==> src/rtl/otter_mem_ctrl.sv <==
// ---------------------------------------------------------------------------
// OtterMemCtrl -- load/store controller between the OTTER core and a simple
// word-wide handshake bus.
//
// It accepts one load or store from the decoder, checks alignment and size,
// drives a single bus cycle with byte enables and lane-replicated write data,
// and returns a sign- or zero-extended load result. The core is stalled while
// a bus cycle is outstanding.
//
// Ports
//   CLK           in   1   clock, rising edge
//   RST_N         in   1   synchronous active-low reset
//   MEM_READ2     in   1   load request
//   MEM_WRITE     in   1   store request (wins over a simultaneous load)
//   MEM_SIZE      in   2   00 byte, 01 half, 10 word, 11 illegal
//   MEM_UNSIGNED  in   1   zero-extend loads
//   ADDR          in  32   byte address
//   WDATA         in  32   store data
//   STALL         out  1   holds the core's PC/IR
//   RDATA         out 32   extended load result, held until the next load
//   RDATA_VALID   out  1   one-cycle pulse in DONE for a completed load
//   ERR           out  1   one-cycle misaligned / illegal-size (or timeout) pulse
//   BUS_REQ       out  1   high exactly while waiting for the bus
//   BUS_WE        out  1   bus write enable
//   BUS_ADDR      out 32   word address, bits [1:0] = 00
//   BUS_BE        out  4   byte enables
//   BUS_WDATA     out 32   lane-replicated store data
//   BUS_ACK       in   1   bus completion pulse
//   BUS_RDATA     in  32   bus read data, valid with BUS_ACK
//
// Build option
//   OTTER_MEM_TIMEOUT_EN  when defined, a bus cycle that sees no BUS_ACK for
//                         255 WAIT cycles is abandoned with an ERR pulse.
// ---------------------------------------------------------------------------
module otter_mem_ctrl (
  input  logic        CLK,
  input  logic        RST_N,
  input  logic        MEM_READ2,
  input  logic        MEM_WRITE,
  input  logic [1:0]  MEM_SIZE,
  input  logic        MEM_UNSIGNED,
  input  logic [31:0] ADDR,
  input  logic [31:0] WDATA,
  output logic        STALL,
  output logic [31:0] RDATA,
  output logic        RDATA_VALID,
  output logic        ERR,
  output logic        BUS_REQ,
  output logic        BUS_WE,
  output logic [31:0] BUS_ADDR,
  output logic [3:0]  BUS_BE,
  output logic [31:0] BUS_WDATA,
  input  logic        BUS_ACK,
  input  logic [31:0] BUS_RDATA
);

  typedef enum logic [1:0] {
    IDLE = 2'd0,
    WAIT = 2'd1,
    DONE = 2'd2
  } state_t;

  state_t      state, state_next;

  logic        req_ok;
  logic        accept;
  logic        reject;
  logic [3:0]  be_next;
  logic [31:0] wdata_next;
  logic [31:0] load_shifted;
  logic [31:0] load_ext;
  logic        timeout_hit;
  logic        timed_out;

  logic        bus_we_q;
  logic [31:0] bus_addr_q;
  logic [3:0]  bus_be_q;
  logic [31:0] bus_wdata_q;
  logic        load_q;
  logic [1:0]  lane_q;
  logic [1:0]  size_q;
  logic        unsigned_q;
  logic [31:0] rdata_q;

  // Request decode: alignment/size legality plus the lane pattern the bus
  // cycle would use. A half at offset 3 is misaligned, so the shifted enable
  // never runs off the top of the 4-bit field.
  always_comb begin
    req_ok     = 1'b0;
    be_next    = 4'b0000;
    wdata_next = WDATA;
    case (MEM_SIZE)
      2'b00: begin
        req_ok     = 1'b1;
        be_next    = 4'b0001 << ADDR[1:0];
        wdata_next = {4{WDATA[7:0]}};
      end
      2'b01: begin
        req_ok     = ~ADDR[0];
        be_next    = 4'b0011 << ADDR[1:0];
        wdata_next = {2{WDATA[15:0]}};
      end
      2'b10: begin
        req_ok     = (ADDR[1:0] == 2'b00);
        be_next    = 4'b1111;
        wdata_next = WDATA;
      end
      default: begin
        req_ok     = 1'b0;
      end
    endcase
    accept = RST_N && (state == IDLE) && (MEM_READ2 || MEM_WRITE) && req_ok;
    reject = RST_N && (state == IDLE) && (MEM_READ2 || MEM_WRITE) && !req_ok;
  end

  // Load extraction from the registered lane offset and size; a word load is
  // aligned, so its shift is zero and it passes straight through.
  always_comb begin
    load_shifted = BUS_RDATA >> {lane_q, 3'b000};
    case (size_q)
      2'b00:   load_ext = unsigned_q ? {24'b0, load_shifted[7:0]}
                                     : {{24{load_shifted[7]}}, load_shifted[7:0]};
      2'b01:   load_ext = unsigned_q ? {16'b0, load_shifted[15:0]}
                                     : {{16{load_shifted[15]}}, load_shifted[15:0]};
      default: load_ext = load_shifted;
    endcase
  end

  // Next-state logic. DONE always returns to IDLE, so the request the core is
  // still presenting during DONE is never taken a second time.
  always_comb begin
    state_next = state;
    case (state)
      IDLE:    if (accept) state_next = WAIT;
      WAIT:    if (BUS_ACK || timeout_hit) state_next = DONE;
      DONE:    state_next = IDLE;
      default: state_next = IDLE;
    endcase
  end

  always_ff @(posedge CLK) begin
    if (!RST_N) state <= IDLE;
    else        state <= state_next;
  end

  // Bus-cycle registers are loaded only on accept, which keeps every BUS_*
  // output frozen for the whole of WAIT. RDATA is only touched by an ACKed load.
  always_ff @(posedge CLK) begin
    if (!RST_N) begin
      bus_we_q    <= 1'b0;
      bus_addr_q  <= 32'h0;
      bus_be_q    <= 4'h0;
      bus_wdata_q <= 32'h0;
      load_q      <= 1'b0;
      lane_q      <= 2'b00;
      size_q      <= 2'b00;
      unsigned_q  <= 1'b0;
      rdata_q     <= 32'h0;
    end else begin
      if (accept) begin
        bus_we_q    <= MEM_WRITE;
        bus_addr_q  <= {ADDR[31:2], 2'b00};
        bus_be_q    <= be_next;
        bus_wdata_q <= wdata_next;
        load_q      <= ~MEM_WRITE;
        lane_q      <= ADDR[1:0];
        size_q      <= MEM_SIZE;
        unsigned_q  <= MEM_UNSIGNED;
      end
      if ((state == WAIT) && BUS_ACK && load_q) begin
        rdata_q <= load_ext;
      end
    end
  end

`ifdef OTTER_MEM_TIMEOUT_EN
  logic [7:0] tmo_cnt;
  logic       timed_out_q;

  // The counter holds 254 during the 255th WAIT cycle; without an ACK that
  // cycle abandons the bus cycle. An ACK in the same cycle still wins.
  assign timeout_hit = (state == WAIT) && !BUS_ACK && (tmo_cnt == 8'd254);
  assign timed_out   = timed_out_q;

  always_ff @(posedge CLK) begin
    if (!RST_N) begin
      tmo_cnt     <= 8'd0;
      timed_out_q <= 1'b0;
    end else if (accept) begin
      tmo_cnt     <= 8'd0;
      timed_out_q <= 1'b0;
    end else if (state == WAIT) begin
      tmo_cnt <= tmo_cnt + 8'd1;
      if (timeout_hit) timed_out_q <= 1'b1;
    end
  end
`else
  assign timeout_hit = 1'b0;
  assign timed_out   = 1'b0;
`endif

  // Outputs. STALL and the alignment ERR are combinational so the core is
  // held (or trapped) in the same cycle it presents the request.
  assign STALL       = accept || (state == WAIT);
  assign ERR         = reject || ((state == DONE) && timed_out);
  assign RDATA_VALID = (state == DONE) && load_q && !timed_out;
  assign RDATA       = rdata_q;
  assign BUS_REQ     = (state == WAIT);
  assign BUS_WE      = bus_we_q;
  assign BUS_ADDR    = bus_addr_q;
  assign BUS_BE      = bus_be_q;
  assign BUS_WDATA   = bus_wdata_q;

endmodule

==> config.mk <==
export PLATFORM = sky130hd
export DESIGN_NAME = otter_mem_ctrl
export DESIGN_NICKNAME = d
export VERILOG_FILES = /design/src/rtl/otter_mem_ctrl.sv
export SDC_FILE = /design/constraint.sdc
export NUM_CORES = 1
export LEC_CHECK = 0
export ABC_CLOCK_PERIOD_IN_PS = 1610
export CORE_UTILIZATION = 39
export CTS_CLUSTER_DIAMETER = 100
export DETAILED_ROUTE_END_ITERATION = 7
export PLACE_DENSITY = 0.77
export SKIP_LAST_GASP = 1
export SLEW_MARGIN = 20
export SYNTH_ARGS = -nofsm -noshare
export SYNTH_HDL_FRONTEND = slang
export SYNTH_SLANG_ARGS = --single-unit
==> constraint.sdc <==
create_clock -name CLK -period 1.61 [get_ports CLK]
set_clock_uncertainty 0.05 [all_clocks]
set_input_delay 0.322 -clock CLK [delete_from_list [all_inputs] [get_ports CLK]]
set_output_delay 0.322 -clock CLK [all_outputs]
set_load 0.02 [all_outputs]
== Word level (Yosys, flattened, before mapping) ==
Index checks and enable logic that the tools add are counted.
Storage, ports and cells
  register bits: 107
  input port bits: 104
  output and inout port bits: 105
  logic and storage cells: 46
Cells by class
  equality and inequality tests: 7
  shift operators: 3
  multiplexer cells: 9
  bitwise operators: 2
  reduce and logical (&&, ||, !) cells: 15
Operator list (count)
  $pmux 32 s2: 2
  $mux 32: 2
  $shr 32x5->32: 1
  $pmux 4 s3: 1
  $logic_not 2->1: 4
  $logic_and 1x1->1: 7
  $eq 2x1->1 const B: 3
  $eq 2x2->1 const B: 2
  $mux 2: 2
  $pmux 2 s2: 1
  $shl 1x2->4 const A: 1
  $shl 2x2->4 const A: 1
  $pmux 1 s3: 1
  $logic_or 1x1->1: 2
  $ne 2x1->1 const B: 1
  $ne 2x2->1 const B: 1
  $not 1->1: 2
  $reduce_and 2->1: 1
  $logic_not 1->1: 1

== Logic depth before layout (Yosys ltp) ==
Gate-level depths: netlist of the first run.
  depth in word-level cells: 6
  depth in mapped cells: 7
  mapped depth without buffers: 5

== Worst setup path before layout of the first run ==
Ideal clock, no wire load.
  path type: input-to-output
  start: input MEM_SIZE[0]
  end: output STALL
  arrival: 1.304 ns
  required time: 1.238 ns
  path slack: -0.066 ns
  cell stages on the path: 6
  path buffers: 3
  cells stage by stage: buf_2 -> nor3_2 -> o2111ai_1 -> buf_4 -> buf_4 -> nand2_1
Between the ends
  cells in the longest elaborated chain, start to end: 4
  elaborated cells on any way between the ends: 6
  classes of those cells: 2 x eq/ne; 1 x mux; 3 x reduce/logical
Ends and longest elaborated chain
  start, declared: line 40  | input logic [1:0] MEM_SIZE,
  $eq 2x2->1 (tied with other cells): line 92  | case (MEM_SIZE)
  $pmux 1 s3 (*): line 92
  $logic_and 1x1->1 (*): line 112  | accept = RST_N && (state == IDLE) && (MEM_READ2 || MEM_WRITE) && req_ok;
  $logic_or 1x1->1 (*): line 204  | assign STALL = accept || (state == WAIT);
  end, declared: line 44  | output logic STALL,
Every way passes the cells marked *; elsewhere a longest branch is shown, timed or not.

== Final worst setup path of the first run ==
  start: input MEM_READ2
  end: output STALL
Between the ends
  cells in the longest elaborated chain, start to end: 4
Ends and longest elaborated chain
  start, declared: line 38  | input logic MEM_READ2,
  $logic_or 1x1->1: line 112
  $logic_and 1x1->1 (2 in a row): line 112
  $logic_or 1x1->1: line 204
Every way passes these cells.

==> run_results.csv, run 1 <==
group,metric,value,unit
power_and_ir_drop,p_clk_frac,0.345,
die,die_area,13100,um^2
yosys,synth_area,4920,um^2
yosys,yosys_warnings,0,
grt,grt_pass1_wl,24600,um
placed_design,pre_cts_ws,-0.831,ns
finish,regArea,2150,um^2
drt,first_pass_iters,5,
sta,period_share,1.07,
power_and_ir_drop,p_seq_frac,0.453,
min_path,hp-class,"input port to flop",
finish,num-nets-final,914,
power_and_ir_drop,internal_power,4.56,mW
clock_tree,clockRootBuffer,"clkbuf_16",
grt,grt_max_degree,56,
yosys,synthCells,576,
power_and_ir_drop,sw_frac_of_total,0.266,
drt,vias,5030,
finish,areaGrowthSynthToFinish,59.9,%
worst_setup_path,cp-start-kind,"input port",
yosys,ys_seq_elements,107,
clock_tree,worstSkewPairLatency,0.35,ns
finish,final_core_utilization,0.647,
run,maxCapViolations,0,
die,die_h,114,um
clock_tree,cts-htree-levels,3,
finish,multi_input_area,2640,um^2
status,status,"finished with violations",
power_and_ir_drop,pwr_density_cell,788,nW/um^2
worst_setup_path,path_class,"input port to output pin",
worst_setup_path,endpoint_kind,"output pin",
power_and_ir_drop,p_leak,3.58,nW
worst_setup_path,crit_required,1.24,ns
worst_setup_path,cp_max_fo,3,
placed_design,port-buffer-count,206,
clock_tree,clk_pin_slew_worst_paths,0.07,ns
die,rows,40,
grt,grt_pass1_vias,4927,
drt,drc,0,
die,core_area,12200,um^2
placed_design,dp_hpwl,11400,um
die,pin_count,209,
grt,track_usage,0.241,
drt,wirelength,15700,um
power_and_ir_drop,total_power,6.20,mW
clock_tree,cts_inserted_buffers,9,
clock_tree,clk_path_buf_depth,2,
min_path,hp-start,"BUS_RDATA[31]",
yosys,syn_avg_cell_area,8.54,um^2
sta,rsz0062_at_grt,"yes",
worst_setup_path,critPathLaunch,"MEM_READ2",
grt,grt-ovfl-total,0,
placed_design,gp_congestion,0.875,
drt,viasPerCell,5.12,
yosys,synth_ff_type,"dfxtp_1",
die,die_w,114,um
yosys,synth_cell_types,39,
yosys,ys_async_sr_fraction,0,
power_and_ir_drop,ir_worst_vdd,0.450,mV
die,initial_core_util,0.405,
sta,fmax,583,MHz
worst_setup_path,critical_path_arrival,1.34,ns
drt,wl_per_cell,16.0,um
yosys,synth_edf_count,0,
finish,drive_gt1_frac,0.157,
status,violations,"negative setup slack",
clock_tree,cts_tree,"built",
drt,ant_nets,0,
power_and_ir_drop,combPwrFrac,0.202,
sta,setup_viol,2,
clock_tree,cts_sinks,107,
worst_setup_path,rr_startpoint,"lane_q[0]$_SDFFE_PN0P_",
finish,n_fill_cell,1051,
clock_tree,hold_buffers,0,
sta,period_needed,1.72,ns
sta,slew_viol_final,0,
power_and_ir_drop,switchingPower,1.65,mW
yosys,yosysSeqAreaShare,0.435,
sta,fin_ws,-0.106,ns
sta,hold_viol_final,0,
drt,drt_iter0_drc,259,
grt,antenna_found_initial,1,
-- cell usage after synthesis, types with 2 or more instances --
master    number  area [um^2]
nand2_1      165          619
mux2_2         7         78.8
a21boi_1      53          398
a21oi_1       17         85.1
inv_1          4         15.0
mux2i_1       34          340
a22o_1         7         61.3
clkbuf_1      21         78.8
o211a_1       17          170
nand2b_1       5         31.3
o21ai_0       44          220
buf_6          2         22.5
o211ai_1      10         75.1
buf_2         12         60.1
a21boi_0       9         67.6
nand3b_1       2         15.0
a21oi_2       10         87.6
nor2b_1        4         25.0
nor2_1         7         26.3
nand3_1       10         50.1
dfxtp_1      107         2140
buf_4         12         90.1
-- power groups by stage --
stage               sequential, mW  clock [mW]  combinational [mW]
global placement              2.87           0                1.22
CTS                           2.81        2.19                1.23
global route                  2.82        2.29                1.35
detailed placement            2.87           0                1.24
finish                        2.81        2.14                1.25
floorplan                     2.98           0               0.454
-- repair_timing --
action,in CTS,in global routing
resized for setup,151,34
endpoints found under the setup margin,206,101
setup buffers,6,3
cloned,3,0
pin swaps,7,6
-- flip-flops by register name, indices dropped and copies added, names as in the netlist, 2 cells and up --
signal,cells
size_q,2
BUS_WDATA,32
BUS_BE,4
lane_q,2
state,2
BUS_ADDR,30
RDATA,32
-- cell families (layout without fill, tap and decap cells) --
kind of cell	count (synthesis)	count (layout)	synth area share
AOI/OAI and AO/OA	175	175	0.253
buffers and inverters	51	288	0.0542
DFF	107	107	0.435
muxes	42	42	0.0898
other	1	3	0.000762
and+or+nand+nor	200	200	0.167
-- cells in the final DEF, fill, tap and decap left out, types with 2 or more instances in the layout --
cell             instances
mux2i_1                 34
buf_8                    3
o211ai_1                10
dfxtp_4                  2
dlygate4sd2_1          101
dfxtp_1                104
nand2_1                164
conb_1                   2
clkdlybuf4s50_1         95
nand3_1                 10
a22o_1                   7
buf_4                   44
clkbuf_16                9
buf_16                   2
o211a_1                 17
a21oi_4                  3
a21oi_2                 14
buf_12                   6
nand3b_1                 2
buf_6                   11
dlymetal6s2s_1           2
buf_2                    4
a21boi_1                53
a21oi_1                 11
a21boi_0                 9
nand2b_1                 3
nor2b_1                  4
clkbuf_8                 3
mux2_2                   7
nand2b_4                 2
nor2_1                   5
o21ai_0                 43
inv_1                    3
-- area by class of cell --
cell class                      instances  share of cell area
Multi-Input combinational cell        419               0.335
Inverter                                4             0.00191
Sequential cell                       107               0.273
Tap cell                              168              0.0267
Timing Repair Buffer                  269               0.326
Clock inverter                          3             0.00270
Clock buffer                           12              0.0339
Antenna cell                            1            0.000318
-- metrics by stage --
stage	cell area, um^2	hold slack [ns]	std cells	TNS [ns]
floorplan	4930	0.362	577	0
finish	7870	0.280	983	-0.166
global placement	7420	0.390	958	-56.86
detailed placement	7420	0.394	958	-62.72
CTS	7800	0.380	981	-1.03
global route	7870	0.287	983	-0.987
-- path summary, 6_finish.rpt --
check,endpoint,cells after the start,slack (ns)
setup / recovery,STALL,5,-0.11
hold / removal,RDATA[31]$_SDFFE_PN0P_,3,0.28
setup reg to reg,RDATA[22]$_SDFFE_PN0P_,7,0.01
hold reg to reg,BUS_ADDR[7]$_SDFFE_PN0P_,2,0.40
-- metal layers --
metal | part of all wire | global-route usage | vias to the layer above | routed length, um
met3 | 0.071 | 0.0593 | 24 | 1120
met4 | 0.022 | 0.0874 | 0 | 338
met2 | 0.49 | 0.419 | 195 | 7650
met1 | 0.42 | 0.289 | 2363 | 6590
met5 | 0 | 0 | - | 0
li1 | - | - | 2448 | -
-- critical path: stages --
cell	delay, ns
clkdlybuf4s50_1	0.40
or2_4	0.28
o2111ai_4	0.11
nand2_2	0.09
buf_6	0.14
No activity file was read; power rests on OpenSTA's default activity.
==> inputs of run 2 (changes only) <==
--- a/config.mk
+++ b/config.mk
@@ -11,7 +11,6 @@
 export DETAILED_ROUTE_END_ITERATION = 7
 export PLACE_DENSITY = 0.77
 export SKIP_LAST_GASP = 1
-export SLEW_MARGIN = 20
 export SYNTH_ARGS = -nofsm -noshare
 export SYNTH_HDL_FRONTEND = slang
 export SYNTH_SLANG_ARGS = --single-unit
==> results of run 2 <==
Same layout as run 1: the final DEF is identical, and so are final timing and power.
